--- src/rtl/mmc1_mapper.sv ---
// MMC1-class NES cartridge mapper: serial-loaded PRG/CHR/mirroring registers and address mapping.
// Optional PRG-RAM chip enable is built when MMC1_PRG_RAM_EN is defined.
module mmc1_mapper #(
  parameter int unsigned PRG_ADDR_W  = 18,
  parameter int unsigned CHR_ADDR_W  = 17,
  parameter int unsigned SYNC_STAGES = 2
) (
  input  logic                  CLK,
  input  logic                  RST_N,
  input  logic                  M2,
  input  logic [14:0]           CPU_ADDR,
  input  logic [7:0]            CPU_DATA_IN,
  input  logic                  CPU_RW,
  input  logic                  ROM_CE,
  input  logic [13:0]           PPU_ADDR,
  output logic [PRG_ADDR_W-1:0] PRG_ADDR,
  output logic [CHR_ADDR_W-1:0] CHR_ADDR,
  output logic                  CIRAM_A10,
  output logic                  CIRAM_CE,
  output logic                  PRG_RAM_CE
);

  localparam int unsigned PB = PRG_ADDR_W - 14;
  localparam int unsigned CB = CHR_ADDR_W - 12;

  localparam logic [4:0] SHIFT_EMPTY = 5'b10000;
  localparam logic [4:0] CTRL_RESET  = 5'h0C;

  logic [SYNC_STAGES-1:0] m2_sync_q, m2_sync_d;
  logic                   m2_prev_q, m2_prev_d;
  logic [1:0]             snap_sel_q, snap_sel_d;
  logic                   snap_d7_q, snap_d7_d;
  logic                   snap_d0_q, snap_d0_d;
  logic                   snap_rw_q, snap_rw_d;
  logic                   snap_rom_ce_q, snap_rom_ce_d;
  logic [4:0]             shift_q, shift_d;
  logic [4:0]             ctrl_q, ctrl_d;
  logic [4:0]             chr0_q, chr0_d;
  logic [4:0]             chr1_q, chr1_d;
  logic [4:0]             prg_q, prg_d;
  logic                   wr_last_q, wr_last_d;

  logic       m2_s_c;
  logic       eval_c;
  logic       write_c;
  logic [4:0] shift_next_c;
  logic [4:0] prg_bank_c;
  logic [4:0] chr_bank_c;
  logic       unused_c;

  assign m2_s_c = m2_sync_q[SYNC_STAGES-1];

  // Bus capture, write filter and serial register load
  always_comb begin
    m2_sync_d     = {m2_sync_q[SYNC_STAGES-2:0], M2};
    m2_prev_d     = m2_s_c;
    snap_sel_d    = snap_sel_q;
    snap_d7_d     = snap_d7_q;
    snap_d0_d     = snap_d0_q;
    snap_rw_d     = snap_rw_q;
    snap_rom_ce_d = snap_rom_ce_q;
    shift_d       = shift_q;
    ctrl_d        = ctrl_q;
    chr0_d        = chr0_q;
    chr1_d        = chr1_q;
    prg_d         = prg_q;
    wr_last_d     = wr_last_q;

    eval_c       = m2_prev_q & ~m2_s_c;
    write_c      = eval_c & ~snap_rw_q & ~snap_rom_ce_q;
    shift_next_c = {snap_d0_q, shift_q[4:1]};

    if (m2_s_c) begin
      snap_sel_d    = CPU_ADDR[14:13];
      snap_d7_d     = CPU_DATA_IN[7];
      snap_d0_d     = CPU_DATA_IN[0];
      snap_rw_d     = CPU_RW;
      snap_rom_ce_d = ROM_CE;
    end

    if (eval_c) begin
      wr_last_d = write_c;
    end

    // Second write of a read-modify-write pair is dropped
    if (write_c && !wr_last_q) begin
      if (snap_d7_q) begin
        shift_d = SHIFT_EMPTY;
        ctrl_d  = ctrl_q | CTRL_RESET;
      end else if (shift_q[0]) begin
        shift_d = SHIFT_EMPTY;
        unique case (snap_sel_q)
          2'd0:    ctrl_d = shift_next_c;
          2'd1:    chr0_d = shift_next_c;
          2'd2:    chr1_d = shift_next_c;
          default: prg_d  = shift_next_c;
        endcase
      end else begin
        shift_d = shift_next_c;
      end
    end
  end

  always_ff @(posedge CLK) begin
    if (!RST_N) begin
      m2_sync_q     <= '0;
      m2_prev_q     <= 1'b0;
      snap_sel_q    <= 2'b00;
      snap_d7_q     <= 1'b0;
      snap_d0_q     <= 1'b0;
      snap_rw_q     <= 1'b1;
      snap_rom_ce_q <= 1'b1;
      shift_q       <= SHIFT_EMPTY;
      ctrl_q        <= CTRL_RESET;
      chr0_q        <= 5'h00;
      chr1_q        <= 5'h00;
      prg_q         <= 5'h00;
      wr_last_q     <= 1'b0;
    end else begin
      m2_sync_q     <= m2_sync_d;
      m2_prev_q     <= m2_prev_d;
      snap_sel_q    <= snap_sel_d;
      snap_d7_q     <= snap_d7_d;
      snap_d0_q     <= snap_d0_d;
      snap_rw_q     <= snap_rw_d;
      snap_rom_ce_q <= snap_rom_ce_d;
      shift_q       <= shift_d;
      ctrl_q        <= ctrl_d;
      chr0_q        <= chr0_d;
      chr1_q        <= chr1_d;
      prg_q         <= prg_d;
      wr_last_q     <= wr_last_d;
    end
  end

  // Bank selection; banks are built 5 bits wide and truncated to the populated range
  always_comb begin
    prg_bank_c = 5'h00;
    chr_bank_c = 5'h00;
    unique case (ctrl_q[3:2])
      2'd0, 2'd1: prg_bank_c = {1'b0, prg_q[3:1], CPU_ADDR[14]};
      2'd2:       prg_bank_c = CPU_ADDR[14] ? {1'b0, prg_q[3:0]} : 5'h00;
      default:    prg_bank_c = CPU_ADDR[14] ? 5'h1F : {1'b0, prg_q[3:0]};
    endcase
    if (ctrl_q[4]) begin
      chr_bank_c = PPU_ADDR[12] ? chr1_q : chr0_q;
    end else begin
      chr_bank_c = {chr0_q[4:1], PPU_ADDR[12]};
    end
    unique case (ctrl_q[1:0])
      2'd0:    CIRAM_A10 = 1'b0;
      2'd1:    CIRAM_A10 = 1'b1;
      2'd2:    CIRAM_A10 = PPU_ADDR[10];
      default: CIRAM_A10 = PPU_ADDR[11];
    endcase
  end

  assign PRG_ADDR = {prg_bank_c[PB-1:0], CPU_ADDR[13:0]};
  assign CHR_ADDR = {chr_bank_c[CB-1:0], PPU_ADDR[11:0]};
  assign CIRAM_CE = ~PPU_ADDR[13];

`ifdef MMC1_PRG_RAM_EN
  assign PRG_RAM_CE = ~(m2_s_c & ROM_CE & (CPU_ADDR[14:13] == 2'b11) & ~prg_q[4]);
  assign unused_c   = ^{CPU_DATA_IN[6:1], prg_bank_c, chr_bank_c};
`else
  assign PRG_RAM_CE = 1'b1;
  assign unused_c   = ^{CPU_DATA_IN[6:1], prg_q[4], prg_bank_c, chr_bank_c};
`endif

endmodule

--- config.mk ---
export PLATFORM = sky130hd
export DESIGN_NAME = mmc1_mapper
export DESIGN_NICKNAME = d
export VERILOG_FILES = /design/src/rtl/mmc1_mapper.sv
export SDC_FILE = /design/constraint.sdc
export NUM_CORES = 1
export LEC_CHECK = 0
export ABC_AREA = 1
export ABC_CLOCK_PERIOD_IN_PS = 1940
export CAP_MARGIN = 20
export CORE_ASPECT_RATIO = 1.5
export CORE_UTILIZATION = 30
export DETAILED_ROUTE_END_ITERATION = 7
export GPL_TIMING_DRIVEN = 0
export MAX_ROUTING_LAYER = met4
export SYNTH_ARGS = -nofsm -noshare
export SYNTH_HDL_FRONTEND = slang
export SYNTH_SLANG_ARGS = --single-unit
--- constraint.sdc ---
create_clock -name CLK -period 1.94 [get_ports CLK]
set_clock_uncertainty 0.1 [all_clocks]
set_input_delay 0.582 -clock CLK [delete_from_list [all_inputs] [get_ports CLK]]
set_output_delay 0.582 -clock CLK [all_outputs]
set_load 0.05 [all_outputs]
## Word level (Yosys, flattened, before mapping)

Cells that the tools add are included.

- Register bits after elaboration: 34
- Memory bits (read-only): 0
- Memories: 0
- RAM bits: 0
- Latch bits: 0

- Add/subtract/negate cells: 0
- Bitwise logic cells: 9
- Order comparisons: 0
- Eq/ne operators: 6
- Divide/modulo/power cells: 0
- Shift operators: 0
- Reduce and logical (&&, ||, !) cells: 14
- Multipliers: 0
- Multiplexer cells: 11

Operators by type and width:

| operator | count |
|---|---|
| $mux W4 | 5 |
| $mux W5 | 4 |
| $reduce_and A4 Y1 | 4 |
| $pmux W4 S2 | 1 |
| $eq A2 B1 Y1 const B | 3 |
| $eq A2 B2 Y1 const B | 3 |
| $logic_not A2 Y1 | 3 |
| $not A1 Y1 | 6 |
| $reduce_bool A2 Y1 | 2 |
| $and A1 B1 Y1 | 3 |
| $pmux W1 S3 | 1 |
| $reduce_and A3 Y1 | 1 |
| $reduce_or A3 Y1 | 1 |
| $reduce_or A2 Y1 | 1 |
| $logic_and A1 B1 Y1 | 1 |
| $logic_not A1 Y1 | 1 |

## Depth between registers and ports, before layout

- Depth in word-level cells: 6
- Gate-level depth with buffers: 7
- Depth with buffers taken out: 7

## Worst setup path after synthesis

No wires, ideal clock.

- Path kind: input to output
- Start point: input CPU_ADDR[14]
- End point: output PRG_ADDR[15]
- Buffers on the path: 0
- Slack: -0.461 ns
- Stages: 2
- Arrival time: 1.719 ns
- Cell sequence: nor3_1 > o21ai_0

- Cells in the longest elaborated chain, start to end: 2
- Elaborated cells between the ends (all ways): 3
- Classes of those cells: mux: 3

RTL lines:

| element | line | text |
|---|---|---|
| start, declared | 11 | `input logic [14:0] CPU_ADDR,` |
| $mux W4 (on tied branches) | 143, 142 |  |
| $pmux W4 S2 * | 140 | `unique case (ctrl_q[3:2])` |
| end, declared | 16 | `output logic [PRG_ADDR_W-1:0] PRG_ADDR,` |

Mark *: on every way between the ends. The rest lies on a longest branch, timed or not.

## Worst setup path after layout

- Start point: input PPU_ADDR[12]
- End point: output CHR_ADDR[16]

- Cells in the longest elaborated chain, start to end: 2

RTL lines:

| element | line | text |
|---|---|---|
| start, declared | 15 | `input logic [13:0] PPU_ADDR,` |
| $mux W5 | 146 | `chr_bank_c = PPU_ADDR[12] ? chr1_q : chr0_q;` |
| $mux W5 | 145 | `if (ctrl_q[4]) begin` |
| end, declared | 17 | `output logic [CHR_ADDR_W-1:0] CHR_ADDR,` |

No other way between the ends.

==> results_dict.tcl <==
set metrics [dict create \
    seq_area_frac_synth_pct 39.80 \
    cts_root_buf "clkbuf_8" \
    first_global_vias 1346 \
    synth-simple-area-share_pct 30.65 \
    synth_cells 241 \
    htree_num_levels 2 \
    synthAdderAreaFrac_pct 0 \
    switchingPower_mw 0.4581 \
    grt_usage_pct 12.69 \
    final_common_cell "nand2_1" \
    grt_pass1_wl_um 5733 \
    synth_top_area_share_pct 39.80 \
    clk_latency_ps 290 \
    die_w_um 63.65 \
    final_util_pct 44.82 \
    final_cell_mix "52 x nand2_1, 43 x nor2_1, 31 x dfxtp_1" \
    die_h_um 94.48 \
    crit_arrival_ps 1230 \
    cts_made_buffers 5 \
    synth_warnings 0 \
    vias 1570 \
    min_period_over_period_pct 98.44 \
    cts_tree "done" \
    finalWorstSetupSlack_ps 30.26 \
    power_frac_comb_pct 16.2 \
    numClockSinks 34 \
    ir_drop_v 0.0003932 \
    synth_compound_area_share_pct 8.486 \
    cts_hold_buf 0 \
    start_util_pct 31.15 \
    syn_to_final_growth_pct 43.89 \
    clkPwrFrac_pct 44.6 \
    p_int_mw 1.359 \
    maxSlewViolCount 0 \
    hpwlAfterDp_um 2659 \
    fmax_ghz 0.5236 \
    drc 0 \
    setup-violations-final 0 \
    synth.distinct_cells 19 \
    boundaryPins 80 \
    grt-ovfl-total 0 \
    critPathMaxFanout 5 \
    synth_top_family_by_area "simple AND/OR/NAND/NOR gates" \
    avgSynthCellArea_um2 7.097 \
    wl_um 3482 \
    firstDrtPassIters 4 \
    hold_path.class "register to register" \
    final_layout_size_suffix_gt1_share_pct 24.83 \
    place_area_um2 2288 \
    via_per_inst 4.266 \
    core_area_um2 5492 \
    nFillCells 565 \
    nets 339 \
    rows 33 \
    clk_path_buf_depth 2 \
    drt-initial-drc-count 49 \
    cellLeakagePower_nw 1.126 \
    crit_path_start_kind "input port" \
    status "completed" \
    pre_cts_ws_ps -1031 \
    p_per_area_nw_per_um2 738.4 \
    antenna-diode-count 0 \
    netlist_area_um2 1710 \
    final.min_clock_period_ps 1910 \
    tns_ps 0 \
    synth_seq_cells 34 \
    endpoint_kind "output port" \
    clk_pin_slew_ps 70 \
    regToRegSetupSlack_ps 580 \
    antenna_found_initial 0 \
    hold_viol_final 0 \
    criticalPathCategory "input port to output port" \
    port_buffers 49 \
    dieArea_um2 6013 \
    synth_area_leaders "dfxtp_1 40%, buf_4 12%, nand2_1 12%, nor2_1 9.4%, inv_1 5.0%" \
    swShare_pct 25.21 \
    totalPowerFinal_mw 1.817 \
    final_area_um2 2461 \
    post_cts_buffers 0 \
    synth_fp_nets 283 \
    p_seq_share_pct 39.2 \
    drv_cap 0 \
    synth_mux_area_share_pct 2.634 \
    routabilityCongestion 0.8241 \
    grt_max_degree 12 \
    synth-xor-area-share_pct 0 \
    final_antenna_net_count 0 \
    critical_path_required_ps 1260 \
    routedWlPerCell_um 9.462 \
    synth_top_area_cell "dfxtp_1" \
]
synthesized netlist by cell type, drive strengths merged:
library cell   n
nand2         53
nor2          51
dfxtp         34
buf           29
inv           23
o21ai         15
nand3         14
a21oi         11
mux2           4
clkbuf         2
o21bai         2
conb           1
nand4          1
nor3           1
routing by layer:
metal / track usage, % / vias up / share of wire [%] / wire length [µm]
met5: - / - / 0 / 0
met1: 13.22 / 668 / 41 / 1423
li1: - / 834 / - / -
met3: 2.657 / 5 / 6.6 / 230
met2: 22.43 / 63 / 51 / 1770
met4: 6.250 / 0 / 1.7 / 58
through the flow:
step | instances | hold WS [ps]
2_1_floorplan | 241 | 290.5
3_3_place_gp | 360 | 294.1
3_5_place_dp | 360 | 304.8
4_1_cts | 368 | 321.5
5_1_grt | 368 | 346.5
6_report | 368 | 315.2
final timing paths:
kind / startpoint / endpoint / cells past startpoint
max: PPU_ADDR[12] / CHR_ADDR[16] / 4
min: m2_sync_q[0] / m2_sync_q[1] / 2
max reg2reg: shift_q[0] / chr1_q[3] / 7
min reg2reg: m2_sync_q[0] / m2_sync_q[1] / 2
area by class of cell:
type	instances	area [µm²]	area share, %
multi-input cells	153	772.0	31.37
flip-flops and latches	34	686.9	27.91
repair buffers	49	460.4	18.71
plain buffers	31	225.2	9.151
well taps	70	87.58	3.559
inverters	23	86.33	3.508
clock buffers	6	82.58	3.355
clock inverters	2	60.06	2.440
registers in the layout (all words and copies together) (netlist names), 2 cells and up:
signal and flops:
prg_q 4, ctrl_q 5, chr1_q 5, snap_sel_q 2, shift_q 5, m2_sync_q 2
chr0_q 5
power by group through the flow:
stage | sequential, mW | combinational [mW] | clock [mW]
after floorplan | 0.728 | 0.215 | 0
after global placement | 0.730 | 0.312 | 0
after detailed placement | 0.730 | 0.314 | 0
after CTS | 0.714 | 0.293 | 0.821
after global routing | 0.714 | 0.311 | 0.852
final | 0.713 | 0.294 | 0.810
kinds of logic (layout without fill, tap and decap cells):
logic type,count (synthesis),in the layout
buffers and inverters,54,111
flip-flops,34,34
AO/OA/AOI/OAI,28,28
AND/OR/NAND/NOR,120,120
other,1,1
multiplexers,4,4
what timing repair did:
| action | 4_1_cts | 5_1_grt |
|---|---|---|
| gates resized for setup | 137 | 12 |
| pin swaps | 4 | 2 |
| endpoints found under the setup margin | 37 | 9 |
worst max-delay path, stage by stage:
cell,delay [ps]
buf_6,110
nand2_8,70
mux2_4,310
buf_8,150
Note: power is estimated with default switching activity, not from simulation.
